<file path="config.mk">
export PLATFORM = sky130hd
export DESIGN_NAME = core_sequencer
export DESIGN_NICKNAME = d
export VERILOG_FILES = /design/src/rtl/core_sequencer_pkg.sv /design/src/rtl/core_sequencer_watchdog.sv /design/src/rtl/core_sequencer.sv
export SDC_FILE = /design/constraint.sdc
export NUM_CORES = 1
export LEC_CHECK = 0
export ABC_AREA = 1
export CORE_UTILIZATION = 48
export CTS_BUF_LIST = sky130_fd_sc_hd__clkbuf_8
export CTS_CLUSTER_DIAMETER = 200
export CTS_CLUSTER_SIZE = 40
export DETAILED_ROUTE_END_ITERATION = 12
export PLACE_DENSITY = 0.83
export SYNTH_ARGS = -nofsm -noshare
export SYNTH_HDL_FRONTEND = slang
export SYNTH_SLANG_ARGS = --single-unit
</file>
<file path="constraint.sdc">
create_clock -name clk -period 3.4 [get_ports clk]
set_input_delay 0.68 -clock clk [delete_from_list [all_inputs] [get_ports clk]]
set_output_delay 0.68 -clock clk [all_outputs]
set_load 0.03 [all_outputs]
</file>
<file path="src/rtl/core_sequencer_pkg.sv">
// Shared sequencer definitions: state encodings, trap cause codes and the
// decode-stage exception priority.
package core_sequencer_pkg;

  typedef enum logic [2:0] {
    FETCH  = 3'd0,
    DECODE = 3'd1,
    MEM    = 3'd2,
    WB     = 3'd3,
    TRAP   = 3'd4
  } seq_state_t;

  localparam logic [3:0] CAUSE_NONE          = 4'd0;
  localparam logic [3:0] CAUSE_FETCH_TIMEOUT = 4'd1;
  localparam logic [3:0] CAUSE_ILLEGAL       = 4'd2;
  localparam logic [3:0] CAUSE_LOAD_MIS      = 4'd4;
  localparam logic [3:0] CAUSE_LOAD_TIMEOUT  = 4'd5;
  localparam logic [3:0] CAUSE_STORE_MIS     = 4'd6;
  localparam logic [3:0] CAUSE_STORE_TIMEOUT = 4'd7;
  localparam logic [3:0] CAUSE_IRQ           = 4'd11;

  localparam int WD_W = 4;

  // Unsupported and illegal share a cause; misalignment checks rank below them.
  function automatic logic [3:0] exc_cause(input logic unsupported, input logic illegal,
                                           input logic load_mis, input logic store_mis);
    logic [3:0] c;
    c = CAUSE_NONE;
    if (unsupported || illegal) c = CAUSE_ILLEGAL;
    else if (load_mis)          c = CAUSE_LOAD_MIS;
    else if (store_mis)         c = CAUSE_STORE_MIS;
    return c;
  endfunction

endpackage

</file>
<file path="src/rtl/core_sequencer_watchdog.sv">
// Memory-request watchdog: counts stalled request cycles; expired fires in the
// cycle the count would reach TIMEOUT, so an ack in that same cycle still wins.
module seq_watchdog
  import core_sequencer_pkg::*;
#(
  parameter int TIMEOUT = 15
) (
  input  logic clk,
  input  logic reset,
  input  logic clear,
  input  logic count,
  output logic expired
);

  logic [WD_W-1:0] cnt;

  always_ff @(posedge clk or posedge reset) begin
    if (reset)      cnt <= '0;
    else if (clear) cnt <= '0;
    else if (count) cnt <= cnt + {{(WD_W-1){1'b0}}, 1'b1};
  end

  assign expired = count && (cnt == WD_W'(TIMEOUT - 1));

endmodule

</file>
<file path="src/rtl/core_sequencer.sv">
// Multi-cycle instruction sequencer FETCH/DECODE/MEM/WB/TRAP with request watchdog.
// Optional interrupt entry after writeback is enabled by defining INTERRUPT_EN.
module core_sequencer
  import core_sequencer_pkg::*;
#(
  parameter int TIMEOUT = 15
) (
  input  logic       clk,
  input  logic       reset,
  output logic       im_req,
  input  logic       im_ack,
  output logic       dm_req,
  input  logic       dm_ack,
  input  logic       dec_regwrite,
  input  logic       dec_csr_any,
  input  logic       dec_mem,
  input  logic       dec_store,
  input  logic       dec_illegal,
  input  logic       dec_unsupported,
  input  logic       dec_load_mis,
  input  logic       dec_store_mis,
`ifdef INTERRUPT_EN
  input  logic       irq,
`endif
  output logic       ir_we,
  output logic       pc_we,
  output logic       rf_we,
  output logic       csr_we,
  output logic       trap_enter,
  output logic [3:0] trap_cause,
  output logic       trap_is_irq,
  output logic [2:0] state
);

  seq_state_t st, st_nxt;
  logic [3:0] cause_q, cause_nxt;
  logic       ir_we_q;
  logic       wd_clear, wd_count, wd_expired;
  logic       dec_exc;

  // The counter only runs while a request is outstanding; any other state
  // holds it at zero, so it starts fresh on every entry to FETCH or MEM.
  assign wd_clear = !(st == FETCH || st == MEM);
  assign wd_count = (st == FETCH && !im_ack) || (st == MEM && !dm_ack);
  assign dec_exc  = dec_unsupported || dec_illegal || dec_load_mis || dec_store_mis;

  seq_watchdog #(.TIMEOUT(TIMEOUT)) u_watchdog (
    .clk     (clk),
    .reset   (reset),
    .clear   (wd_clear),
    .count   (wd_count),
    .expired (wd_expired)
  );

  always_ff @(posedge clk or posedge reset) begin
    if (reset) begin
      st      <= FETCH;
      cause_q <= CAUSE_NONE;
      ir_we_q <= 1'b0;
    end else begin
      st      <= st_nxt;
      cause_q <= cause_nxt;
      ir_we_q <= (st == FETCH) && im_ack;
    end
  end

  always_comb begin
    st_nxt     = st;
    cause_nxt  = cause_q;
    im_req     = 1'b0;
    dm_req     = 1'b0;
    pc_we      = 1'b0;
    rf_we      = 1'b0;
    csr_we     = 1'b0;
    trap_enter = 1'b0;
    trap_cause = CAUSE_NONE;
    case (st)
      FETCH: begin
        // Held low during reset so every output is zero while reset is high.
        im_req = !reset;
        if (im_ack) begin
          st_nxt = DECODE;
        end else if (wd_expired) begin
          st_nxt    = TRAP;
          cause_nxt = CAUSE_FETCH_TIMEOUT;
        end
      end
      DECODE: begin
        if (dec_exc) begin
          st_nxt    = TRAP;
          cause_nxt = exc_cause(dec_unsupported, dec_illegal, dec_load_mis, dec_store_mis);
        end else if (dec_mem) begin
          st_nxt = MEM;
        end else begin
          st_nxt = WB;
        end
      end
      MEM: begin
        dm_req = 1'b1;
        if (dm_ack) begin
          st_nxt = WB;
        end else if (wd_expired) begin
          st_nxt    = TRAP;
          cause_nxt = dec_store ? CAUSE_STORE_TIMEOUT : CAUSE_LOAD_TIMEOUT;
        end
      end
      WB: begin
        pc_we  = 1'b1;
        rf_we  = dec_regwrite;
        csr_we = dec_csr_any;
        st_nxt = FETCH;
`ifdef INTERRUPT_EN
        // Interrupts are only taken at an instruction boundary.
        if (irq) begin
          st_nxt    = TRAP;
          cause_nxt = CAUSE_IRQ;
        end
`endif
      end
      TRAP: begin
        pc_we      = 1'b1;
        trap_enter = 1'b1;
        trap_cause = cause_q;
        cause_nxt  = CAUSE_NONE;
        st_nxt     = FETCH;
      end
      default: st_nxt = FETCH;
    endcase
  end

  assign ir_we = ir_we_q;
  assign state = st;

`ifdef INTERRUPT_EN
  assign trap_is_irq = (st == TRAP) && (cause_q == CAUSE_IRQ);
`else
  assign trap_is_irq = 1'b0;
`endif

endmodule
</file>
## Word level (Yosys, flattened, before mapping)

Index checks and enable logic that the tools add are counted.

| cells by class | value |
|---|---|
| $add $sub $neg | 1 |
| eq/ne operators | 11 |
| multiplexer cells | 25 |
| reductions and logical operators | 16 |

Operators by type and width:

| kind | number |
|---|---|
| two-way mux 4 bit | 8 |
| two-way mux 3 bit | 7 |
| case mux 4 bit (4 select lines) | 1 |
| case mux 3 bit (3 select lines) | 1 |
| two-way mux 1 bit | 7 |
| equality test 3 x 2 -> 1 bit, second input constant | 2 |
| inequality test 2 x 1 -> 1 bit, second input constant | 3 |
| inequality test 2 bit, second input constant | 3 |
| AND reduction 6 bit | 1 |
| logical OR 1 bit | 5 |
| adder 4 x 1 -> 4 bit, second input constant | 1 |
| equality test 4 bit, second input constant | 1 |
| logical AND 1 bit | 4 |
| nonzero test 4 bit | 1 |
| equality test 3 x 1 -> 1 bit, second input constant | 1 |
| equality test 3 bit, second input constant | 1 |
| logical NOT 1 bit | 3 |
| logical NOT 3 bit | 1 |
| two-way mux 2 bit | 1 |
| OR reduction 2 bit | 1 |

| word-level totals | value |
|---|---|
| register bits after elaboration | 12 |
| input port bits | 12 |
| output and inout bits | 15 |
| logic and storage cells | 57 |

## Longest topological paths before layout

Gate-level depths: netlist of the first run.

| logic depth | value |
|---|---|
| depth in word-level cells | 7 |
| depth in mapped cells | 9 |
| mapped depth without buffers | 9 |

## Cells and area by module

A second synthesis of the first run with hierarchy kept.

| unflattened totals | value |
|---|---|
| cells, all modules | 110 |
| area, all modules | 775.7 um^2 |

By module, submodules not included:

| module | instances | cells each | area each (um^2) | seq. area each (um^2) |
|---|---|---|---|---|
| core_sequencer | 1 | 83 | 546.8 | 175.2 |
| seq_watchdog | 1 | 27 | 229.0 | 100.1 |

## Worst setup path after synthesis of the first run

OpenSTA, ideal clock, no wires.

| path | value |
|---|---|
| kind | flip-flop to output port |
| start point | register st[1] (netlist: state[1]) |
| end point | output port trap_cause[0] |
| arrival time | 1,786 ps |
| data required time | 2,720 ps |
| slack | 934 ps |
| cell stages (with the launch flop) | 6 |
| buffers on the path | 0 |
| path through | dfrtp_1 > inv_2 > nand2_1 > nor2_1 > inv_2 > nor2_1 |

| on the way | value |
|---|---|
| cells in the longest elaborated chain, start to end | 2 |

RTL lines:

| element | RTL line | text |
|---|---|---|
| from (decl) | core_sequencer.sv:35 | `seq_state_t st, st_nxt;` |
| from (signal assigned) | core_sequencer.sv:61 | `st <= st_nxt;` |
| equality test 3 bit | core_sequencer.sv:77 | `case (st)` |
| two-way mux 4 bit | core_sequencer.sv:77 |  |
| to (decl) | core_sequencer.sv:30 | `output logic [3:0] trap_cause,` |

No other way between the ends.

## Worst setup path in the final report of the first run

| path | value |
|---|---|
| start point | input port reset |
| end point | output port im_req |

| on the way | value |
|---|---|
| cells in the longest elaborated chain, start to end | 2 |

RTL lines:

| element | RTL line | text |
|---|---|---|
| from (decl) | core_sequencer.sv:9 | `input logic reset,` |
| logical NOT 1 bit | core_sequencer.sv:80 | `im_req = !reset;` |
| two-way mux 1 bit | core_sequencer.sv:77 |  |
| to (decl) | core_sequencer.sv:10 | `output logic im_req,` |

No other way between the ends.

==> impl_summary.txt, run 1 <==
----------------------------------------------------
[Clock network]
  Number of buffers inserted by hold repair at cts ... 0
  Clock sink count ... 11
  H-tree levels ... 1
  Worst-Skew Late Latency ... 0.24 ns
  Clk slew on worst S/H paths ... 0.05 ns
  Post-CTS resize count ... 0
  Worst-case clock buffer depth ... 2
  CTS Buf Count ... 3
  Post-CTS Setup Bufs ... 0
  Library cell used as clock root buffer ... clkbuf_8
  TritonCTS clock tree ... done

[Placement]
  Dpl hpwl ... 1280 um
  Dpl cells ... 139
  Pre-CTS WS ... 0.743 ns
  Final RePlAce weighted congestion ... 0.832
  Input/output buffers ... 24

[Min path]
  Worst min-delay path class ... flop to flop

[Critical path]
  Buffer and inverter count on the worst path ... 2
  Sort of element at the end of the critical path ... output pin
  Data arrival time at the worst-slack endpoint ... 1.97 ns
  Maximum fanout count along the critical path ... 2
  Data required time of the worst path ... 2.72 ns
  Cell seen most often among critical-path stages ... clkdlybuf4s50_1
  Category of the most critical setup path ... input pin to output pin
  Kind of start point of the critical path ... input pin
  Cell class contributing the biggest share of worst-path delay ... buffers and inverters
  Cell breakdown of the critical path ... clkdlybuf4s50_1 > nor3_1 > clkdlybuf4s50_1
  Cell type of the slowest stage on the worst timing path ... clkdlybuf4s50_1
  Delay of the slowest critical-path stage ... 0.70 ns

[Detailed routing]
  Routed wirelength normalized by instance count ... 11.5 um
  Via-to-Cell Ratio ... 4.92
  Violation count after the first detailed-routing iteration ... 9
  Number of detailed-routing iterations run before antenna repair ... 4
  Detail Route Antenna Nets ... 0
  Total DRC errors in the routed layout ... 0
  Total via count after detailed routing ... 703
  DRT Wirelength ... 1640 um

[Finish]
  Cell Count, Final, Fillers Out ... 143
  Signed area change from the synthesized netlist to the final layout ... 39.9%
  Layout fillers ... 104
  Final layout net count ... 143
  Fraction of layout instances using a drive strength above 1 ... 16.4%
  Antenna diodes ... 0

[Synthesis]
  Combined area of all synthesized cells ... 734 sq um
  Count of flip-flops with a built-in enable after synthesis ... 0
  Mean instance size in the synthesized netlist ... 7.27 sq um
  Top cell type by total area after synthesis ... dfrtp_1
  Yosys synthesis warning count ... 0
  Share of the synthesized area in the top cell type ... 37.5%
  Top cells by count, synth ... nand2_1, inv_1, dfrtp_1, nor2_1, nand3_1
  Synthesized instance count ... 101
  Most numerous cell in the Yosys netlist ... nand2_1
  Yosys cell types ... 22
  Top cells by area, synth ... dfrtp_1, nand2_1, inv_1
  FFs w/ async S/R, synth ... 100%
  Sequential share of the synthesized area ... 37.5%
  Post-synthesis sequential element count ... 11
  Most frequently used flop master after synthesis ... dfrtp_1

[Timing]
  Final hold viol count ... 0
  Final period util ... 78.0%
  Achievable frequency ... 377 MHz
  Setup WS post-layout ... 0.748 ns
  Number of pins exceeding their max-slew limit in the final report ... 0
  Total setup violations reported at the end of the flow ... 0
  Setup repair after global routing missed its margin ... no
  Total negative setup slack ... 0 ns
  Clock Skew ... 0.00441 ns
  Final critical-path required period ... 2.65 ns

[Job]
  Max-cap violation count ... 0

[Global routing]
  GRT Util Overall ... 23.9%
  Grt total ovfl ... 0
  Number of antenna violations at the first check in global routing ... 0
  Pin count of the biggest net entering global routing ... 12
  First-pass GRT wire length ... 2540 um
  Via count of the first global-routing pass ... 647

[Die]
  Core area ... 1370 sq um
  Starting Density ... 53.8%
  Horiz. Die Dim ... 41.1 um
  Row count ... 13
  Area of the die ... 1690 sq um
  Die Y-Extent ... 41.1 um
  IO Count ... 27

[Power and ir drop]
  Total Power Consumption ... 0.683 mW
  Pwr/cell area ... 665 nW/um^2
  Leakage power ... 0.528 nW
  Worst voltage drop across the vdd grid ... 462 uV

[Outcome]
  Run status ... completed

----------------------------------------------------
==> layer usage <==
| layer | vias up | share of wire, % | global-route usage (%) |
|---|---|---|---|
| li1 | 358 | - | - |
| met1 | 316 | 42 | 28.0 |
| met2 | 24 | 51 | 40.6 |
| met3 | 5 | 5.6 | 4.89 |
| met4 | 0 | 1.8 | 12.1 |
| met5 | - | 0 | 0 |
==> tightest hold or removal path, stage by stage, from the launching register on <==
cell     delay, ns
dfrtp_1       0.34
nand2_1       0.05
nand2_1       0.04
==> kinds of logic after synthesis <==
logic type / synth area share, %
compound gates: 7.84
xor+xnor: 1.19
fa+ha+maj: 3.41
buf+inv: 13.8
flops: 37.5
other cells: 0.511
simple gates: 35.8
==> path summary, 6_finish.rpt <==
check                             startpoint                end  slack [ns]  cells after the start
min                               cause_q[0]         cause_q[0]        0.47                      2
max in group asynchronous              reset  u_watchdog.cnt[3]        2.33                      2
min in group asynchronous              reset         cause_q[1]        0.76                      2
max reg2reg                u_watchdog.cnt[0]         cause_q[2]        2.01                      9
min reg2reg                       cause_q[0]         cause_q[0]        0.47                      2
max                                    reset             im_req        0.75                      3
==> layout by cell type, fill, tap and decap left out, types with 3 or more instances in the layout <==
master	n
nor2_1	11
clkbuf_8	3
dfrtp_1	11
clkdlybuf4s50_1	24
inv_2	5
inv_1	19
nand2_2	3
nand3_1	7
nand2_1	21
o21ai_1	3
==> flip-flops by register name, summed over array words and instances, names as in the netlist <==
name,cells
ir_we,1
cause_q,3
state,3
u_watchdog.cnt,4
==> metrics by stage <==
| step | hold WS [ns] | area [sq um] | utilization [%] |
|---|---|---|---|
| 2_1_floorplan | 0.442 | 738 | - |
| 3_3_place_gp | 0.455 | 982 | 71.9 |
| 3_5_place_dp | 0.458 | 982 | 71.9 |
| 4_1_cts | 0.471 | 1030 | 75.2 |
| 5_1_grt | 0.490 | 1030 | 75.2 |
| 6_report | 0.466 | 1030 | 75.2 |
==> where the power goes <==
group	total (mW)	switching, mW	internal (mW)
Clock	0.132	0.0523	0.0795
Combinational	0.343	0.215	0.128
Sequential	0.209	0.0430	0.166
Total	0.683	0.310	0.374
==> layout make-up <==
type	instances	area, sq um	area share [%]
multi-input combinational	66	362	35.2
sequential	11	275	26.8
timing repair buffer	24	240	23.4
inverter	23	86.3	8.40
clock buffer	3	41.3	4.02
tap	15	18.8	1.83
clock inverter	1	3.75	0.365
Power figures use the tool's default switching activity.
==> run 2: changes to the inputs <==
--- a/config.mk
+++ b/config.mk
@@ -6,12 +6,12 @@
 export NUM_CORES = 1
 export LEC_CHECK = 0
 export ABC_AREA = 1
-export CORE_UTILIZATION = 48
+export CORE_UTILIZATION = 41
 export CTS_BUF_LIST = sky130_fd_sc_hd__clkbuf_8
 export CTS_CLUSTER_DIAMETER = 200
 export CTS_CLUSTER_SIZE = 40
 export DETAILED_ROUTE_END_ITERATION = 12
-export PLACE_DENSITY = 0.83
+export PLACE_DENSITY = 0.75
 export SYNTH_ARGS = -nofsm -noshare
 export SYNTH_HDL_FRONTEND = slang
 export SYNTH_SLANG_ARGS = --single-unit
==> constraint.sdc (replaced) <==
create_clock -name clk -period 2.2 [get_ports clk]
set_input_delay 0.44 -clock clk [delete_from_list [all_inputs] [get_ports clk]]
set_output_delay 0.44 -clock clk [all_outputs]
set_load 0.03 [all_outputs]
==> run 2 against run 1 <==
Net effect: setup slack got worse by 0.55 ns; via count is 4.0% lower; clock skew is 0.0032 ns lower; sequential power up 56%; cell area rose by 3.5%; total power up 53%; critical path type is now flop to output pin.
==> impl_summary.txt, run 2 (synthesis results as in run 1) <==
----------------------------------------------------
[Timing]
  Final period util ... 90.9%
  Total setup violations reported at the end of the flow ... 0 (unchanged)
  Clock Skew ... 0.00122 ns (was 0.00441 ns)
  Setup repair after global routing missed its margin ... no (unchanged)
  Achievable frequency ... 500 MHz
  Total negative setup slack ... 0 ns (unchanged)
  Worst Hold Slack ... 0.465 ns (was 0.466 ns)
  Number of pins exceeding their max-slew limit in the final report ... 0 (unchanged)
  Final critical-path required period ... 2.00 ns
  Final hold viol count ... 0 (unchanged)
  Setup WS post-layout ... 0.200 ns (was 0.748 ns)

[Clock network]
  Post-CTS Setup Bufs ... 0 (unchanged)
  Clock sink count ... 11 (unchanged)
  Clk slew on worst S/H paths ... 0.04 ns (was 0.05 ns)
  Worst-case clock buffer depth ... 2 (unchanged)
  H-tree levels ... 1 (unchanged)
  CTS Buf Count ... 3 (unchanged)
  Library cell used as clock root buffer ... clkbuf_8 (unchanged)
  Worst-Skew Late Latency ... 0.23 ns (was 0.24 ns)
  TritonCTS clock tree ... done (unchanged)

[Critical path]
  Sort of element at the end of the critical path ... output pin (unchanged)
  Cell type of the slowest stage on the worst timing path ... dfrtp_1 (was clkdlybuf4s50_1)
  Delay of the slowest critical-path stage ... 0.44 ns (was 0.70 ns)
  Data required time of the worst path ... 1.76 ns (was 2.72 ns)
  Maximum fanout count along the critical path ... 5 (was 2)
  Category of the most critical setup path ... flop to output pin (was input pin to output pin)
  Data arrival time at the worst-slack endpoint ... 1.56 ns (was 1.97 ns)
  Cell breakdown of the critical path ... inv_1 > nand2_1 > nor2_2 > inv_2 > nor2_1 > dlygate4sd2_1 (was clkdlybuf4s50_1 > nor3_1 > clkdlybuf4s50_1)
  Kind of start point of the critical path ... flop (was input pin)

[Detailed routing]
  Total via count after detailed routing ... 675 (was 703)
  Via-to-Cell Ratio ... 4.38 (was 4.92)
  Total DRC errors in the routed layout ... 0 (unchanged)
  Violation count after the first detailed-routing iteration ... 11 (was 9)
  DRT Wirelength ... 1510 um (was 1640 um)
  Detail Route Antenna Nets ... 0 (unchanged)
  Number of detailed-routing iterations run before antenna repair ... 4 (unchanged)
  Routed wirelength normalized by instance count ... 9.83 um (was 11.5 um)

[Die]
  IO Count ... 27 (unchanged)
  Starting Density ... 46.1% (was 53.8%)
  Core area ... 1590 sq um (was 1370 sq um)
  Row count ... 14 (was 13)
  Die Y-Extent ... 44.3 um (was 41.1 um)
  Horiz. Die Dim ... 44.3 um (was 41.1 um)
  Area of the die ... 1960 sq um (was 1690 sq um)

[Finish]
  Final Cell Area ... 1060 sq um (was 1030 sq um)
  End-of-flow core utilization ... 66.7% (was 75.2%)
  Final layout net count ... 145 (was 143)
  Fraction of layout instances using a drive strength above 1 ... 18.5% (was 16.4%)
  Number of flip-flops under the largest register name ... 4 (unchanged)
  Signed area change from the synthesized netlist to the final layout ... 44.8% (was 39.9%)
  Top reg by flops ... u_watchdog.cnt (unchanged)
  Antenna diodes ... 0 (unchanged)
  Cell Count, Final, Fillers Out ... 154 (was 143)
  Leading cell type in the layout, fill and taps excluded ... nand2_1 (was clkdlybuf4s50_1)
  Most frequent cells in the layout ... nand2_1, inv_1, clkdlybuf4s50_1, dfrtp_1, nor2_1 (was clkdlybuf4s50_1, nand2_1, inv_1, nor2_1, dfrtp_1)

[Global routing]
  Pin count of the biggest net entering global routing ... 12 (unchanged)
  Grt total ovfl ... 0 (unchanged)
  Met2 global-route usage ... 27.6% (was 40.6%)
  GR met1 Demand/Resource ... 24.3% (was 28.0%)
  M3 GR Usage ... 7.35% (was 4.89%)
  Most used routing layer ... met2 (unchanged)
  Number of antenna violations at the first check in global routing ... 0 (unchanged)
  GRT Util Overall ... 18.1% (was 23.9%)
  First-pass GRT wire length ... 2550 um (was 2540 um)
  Via count of the first global-routing pass ... 613 (was 647)

[Power and ir drop]
  Pwr/cell area ... 984 nW/um^2 (was 665 nW/um^2)
  Total Power Consumption ... 1.05 mW (was 0.683 mW)
  Worst voltage drop across the vdd grid ... 595 uV (was 462 uV)
  Leakage power ... 0.640 nW (was 0.528 nW)

[Outcome]
  Run status ... completed (unchanged)

[Job]
  Max-cap violation count ... 0 (unchanged)

[Placement]
  Total placed instance area ... 1010 sq um (was 982 sq um)
  Dpl hpwl ... 1270 um (was 1280 um)
  Input/output buffers ... 24 (unchanged)
  Dpl cells ... 150 (was 139)
  Final RePlAce weighted congestion ... 0.846 (was 0.832)
  Pre-CTS WS ... 0.0330 ns (was 0.743 ns)

[Min path]
  Worst min-delay path class ... flop to flop (unchanged)

----------------------------------------------------
==> run 2: cell count changes in the layout (fill, tap and decap cells not counted) <==
cell and change:
nor2_2 +1, nor2_1 -1, clkdlybuf4s50_1 -9, dlygate4sd2_1 +4, buf_4 +2, dlymetal6s2s_1 +5
==> run 2: final timing paths <==
path                            depth (start not counted)       start           endpoint  slack, ns
worst min register to register                          2  cause_q[2]         cause_q[2]       0.47
min in group asynchronous                               2       reset         cause_q[2]       0.53
max in group asynchronous                               2       reset  u_watchdog.cnt[1]       1.38
worst max-delay path                                    6    state[0]      trap_cause[0]       0.20
worst max register to register                          9    state[2]         cause_q[1]       0.83
worst min-delay path                                    2  cause_q[2]         cause_q[2]       0.47
==> run 2: cell type report <==
| type | instances | area, sq um |
|---|---|---|
| repair buffers | 26 | 263 |
| inverters | 23 | 86.3 |
| flip-flops and latches | 11 | 275 |
| clock buffers | 3 | 41.3 |
| fillers | 141 | 531 |
| multi-input cells | 66 | 364 |
| well taps | 24 | 30.0 |
| clock inverters | 1 | 3.75 |
==> run 2: repair_timing <==
item | in CTS | in global routing
gates resized for setup | 4 | 5
setup endpoints to repair | 4 | 5
hold buffers | 0 | 0
==> run 2: report_power, final <==
part	switching, mW	internal [mW]
combinational	0.328	0.204
sequential	0.0685	0.257
clock	0.0669	0.122
==> run 2: worst max-delay path: cells and delay by family, from the launching register on <==
family	cells	cell delay, ns
AND/OR/NAND/NOR	3	0.33
buffers and inverters	3	0.57
flip-flops	1	0.44
==> run 2: routing by layer <==
layer / wire length [um] / part of all wire [%]
met5: 0 / 0
met1: 702 / 46
met3: 66 / 4.4
met2: 745 / 49
met4: 0 / 0
==> run 3: changes to the inputs <==
--- a/config.mk
+++ b/config.mk
@@ -12,6 +12,7 @@
 export CTS_CLUSTER_SIZE = 40
 export DETAILED_ROUTE_END_ITERATION = 12
 export PLACE_DENSITY = 0.75
+export RECOVER_POWER = 100
 export SYNTH_ARGS = -nofsm -noshare
 export SYNTH_HDL_FRONTEND = slang
 export SYNTH_SLANG_ARGS = --single-unit
==> run 3 against run 2 <==
Net effect: critical path depth stayed put; final cell count stayed put; combinational power is 11% lower; setup slack better by 0.023 ns; critical endpoint unchanged.
==> impl_summary.txt, run 3 (synthesis results as in run 1) <==
----------------------------------------------------
[Critical path]
  Cell type of the slowest stage on the worst timing path ... dfrtp_1 (unchanged)
  Data arrival time at the worst-slack endpoint ... 1.54 ns (was 1.56 ns)
  Cell breakdown of the critical path ... inv_1 > nand2_1 > nor2_2 > inv_1 > nor2_1 > dlygate4sd2_1 (was inv_1 > nand2_1 > nor2_2 > inv_2 > nor2_1 > dlygate4sd2_1)
  Data required time of the worst path ... 1.76 ns (about the same)
  Delay of the slowest critical-path stage ... 0.41 ns (was 0.44 ns)
  Sort of element at the end of the critical path ... output pin (unchanged)
  Kind of start point of the critical path ... flop (unchanged)
  Maximum fanout count along the critical path ... 5 (unchanged)
  Category of the most critical setup path ... flop to output pin (unchanged)
  Cell seen most often among critical-path stages ... inv_1

[Clock network]
  H-tree levels ... 1 (unchanged)
  Clock sink count ... 11 (unchanged)
  Worst-case clock buffer depth ... 2 (unchanged)
  TritonCTS clock tree ... done (unchanged)
  Clk slew on worst S/H paths ... 0.04 ns (about the same)
  Worst-Skew Late Latency ... 0.23 ns (about the same)
  Library cell used as clock root buffer ... clkbuf_8 (unchanged)
  CTS Buf Count ... 3 (unchanged)

[Timing]
  Clock Skew ... 0.00121 ns (was 0.00122 ns)
  Total setup violations reported at the end of the flow ... 0 (unchanged)
  Number of pins exceeding their max-slew limit in the final report ... 0 (unchanged)
  Final period util ... 89.9% (was 90.9%)
  Total negative setup slack ... 0 ns (unchanged)
  Setup WS post-layout ... 0.223 ns (was 0.200 ns)
  Final hold viol count ... 0 (unchanged)
  Setup repair after global routing missed its margin ... no (unchanged)
  Final critical-path required period ... 1.98 ns (was 2.00 ns)
  Achievable frequency ... 506 MHz (was 500 MHz)
  Worst Hold Slack ... 0.465 ns (about the same)

[Job]
  Max-cap violation count ... 0 (unchanged)

[Global routing]
  Via count of the first global-routing pass ... 613 (unchanged)
  Pin count of the biggest net entering global routing ... 12 (unchanged)
  GRT Util Overall ... 18.1% (unchanged)
  Grt total ovfl ... 0 (unchanged)
  First-pass GRT wire length ... 2550 um (unchanged)
  Number of antenna violations at the first check in global routing ... 0 (unchanged)

[Die]
  IO Count ... 27 (unchanged)
  Die Y-Extent ... 44.3 um (unchanged)
  Core area ... 1590 sq um (unchanged)
  Row count ... 14 (unchanged)
  Horiz. Die Dim ... 44.3 um (unchanged)
  Area of the die ... 1960 sq um (unchanged)
  Starting Density ... 46.1% (unchanged)

[Power and ir drop]
  Leakage power ... 0.532 nW (was 0.640 nW)
  Pwr/cell area ... 993 nW/um^2 (was 984 nW/um^2)
  Worst voltage drop across the vdd grid ... 594 uV (was 595 uV)

[Finish]
  Final layout net count ... 145 (unchanged)
  Antenna diodes ... 0 (unchanged)
  Leading cell type in the layout, fill and taps excluded ... nand2_1 (unchanged)
  Cell Count, Final, Fillers Out ... 154 (unchanged)
  Top reg by flops ... u_watchdog.cnt (unchanged)
  Signed area change from the synthesized netlist to the final layout ... 33.9% (was 44.8%)
  Most frequent cells in the layout ... nand2_1, inv_1, nor2_1, dfrtp_1, clkdlybuf4s50_1 (was nand2_1, inv_1, clkdlybuf4s50_1, dfrtp_1, nor2_1)
  Number of flip-flops under the largest register name ... 4 (unchanged)
  Fraction of layout instances using a drive strength above 1 ... 12.3% (was 18.5%)

[Placement]
  Input/output buffers ... 24 (unchanged)
  Final RePlAce weighted congestion ... 0.846 (unchanged)
  Dpl cells ... 150 (unchanged)
  Dpl hpwl ... 1270 um (unchanged)
  Pre-CTS WS ... 0.0330 ns (unchanged)

[Outcome]
  Run status ... completed (unchanged)

[Detailed routing]
  Detail Route Antenna Nets ... 0 (unchanged)
  Via-to-Cell Ratio ... 4.40 (was 4.38)
  Number of detailed-routing iterations run before antenna repair ... 4 (unchanged)
  Routed wirelength normalized by instance count ... 10.0 um (was 9.83 um)
  Total DRC errors in the routed layout ... 0 (unchanged)
  Total via count after detailed routing ... 678 (was 675)
  DRT Wirelength ... 1550 um (was 1510 um)
  Violation count after the first detailed-routing iteration ... 18 (was 11)

[Min path]
  Worst min-delay path class ... flop to flop (unchanged)

----------------------------------------------------
-- run 3: cell count changes in the layout (fill, tap and decap cells not counted), moves of 2 or more --
cell,before,now
clkbuf_1,0,6
clkdlybuf4s50_1,15,9
dlygate4sd3_1,0,6
dlymetal6s2s_1,5,0
nand2_1,21,25
nand2_2,3,1
nand2_4,2,0
-- run 3: worst max-delay path: cells and delay by family (launching register included) --
| kind | cells | cell delay, ns |
|---|---|---|
| and+or+nand+nor | 3 | 0.31 |
| DFF | 1 | 0.41 |
| buffers and inverters | 3 | 0.58 |
-- run 3: report_power, final --
group / total, mW / internal [mW] / switching [mW]
sequential: 0.318 / 0.257 / 0.0607
combinational: 0.471 / 0.154 / 0.316
clock: 0.188 / 0.122 / 0.0669
-- run 3: layer usage --
metal,vias to the layer above,track usage (%),share of wire [%]
met3,0,7.35,4.9
met1,299,24.3,47
met4,0,3.64,0
met2,18,27.6,48
met5,-,0,0
li1,361,-,-
-- run 3: stage by stage --
stage	instance area, sq um	util (%)	total power [mW]
global placement	1010	63.4	0.861
finish	983	61.7	0.977
global route	983	61.7	1.05
detailed placement	1010	63.4	0.877
floorplan	741	-	0.686
CTS	1050	65.9	1.06
-- run 3: final cells by class --
cell class              count  area, sq um
flip-flops and latches     11          275
clock buffers               3         41.3
repair buffers             26          215
fillers                   160          611
clock inverters             1         3.75
inverters                  23         86.3
well taps                  24         30.0
multi-input cells          66          332
-- run 3: worst paths after layout --
path	startpoint	end	slack, ns	cells past startpoint
setup / recovery	state[0]	trap_cause[0]	0.22	6
hold / removal	cause_q[2]	cause_q[2]	0.47	2
setup reg to reg	state[2]	cause_q[1]	0.45	9
hold reg to reg	cause_q[2]	cause_q[2]	0.47	2
max in group asynchronous	reset	u_watchdog.cnt[1]	1.25	2
min in group asynchronous	reset	cause_q[2]	0.66	2
-- run 3: what timing repair did --
item | in CTS | in global routing
hold buffers | 0 | 0
gates resized for setup | 4 | 5
setup buffers | 0 | 0
endpoints found under the setup margin | 4 | 5
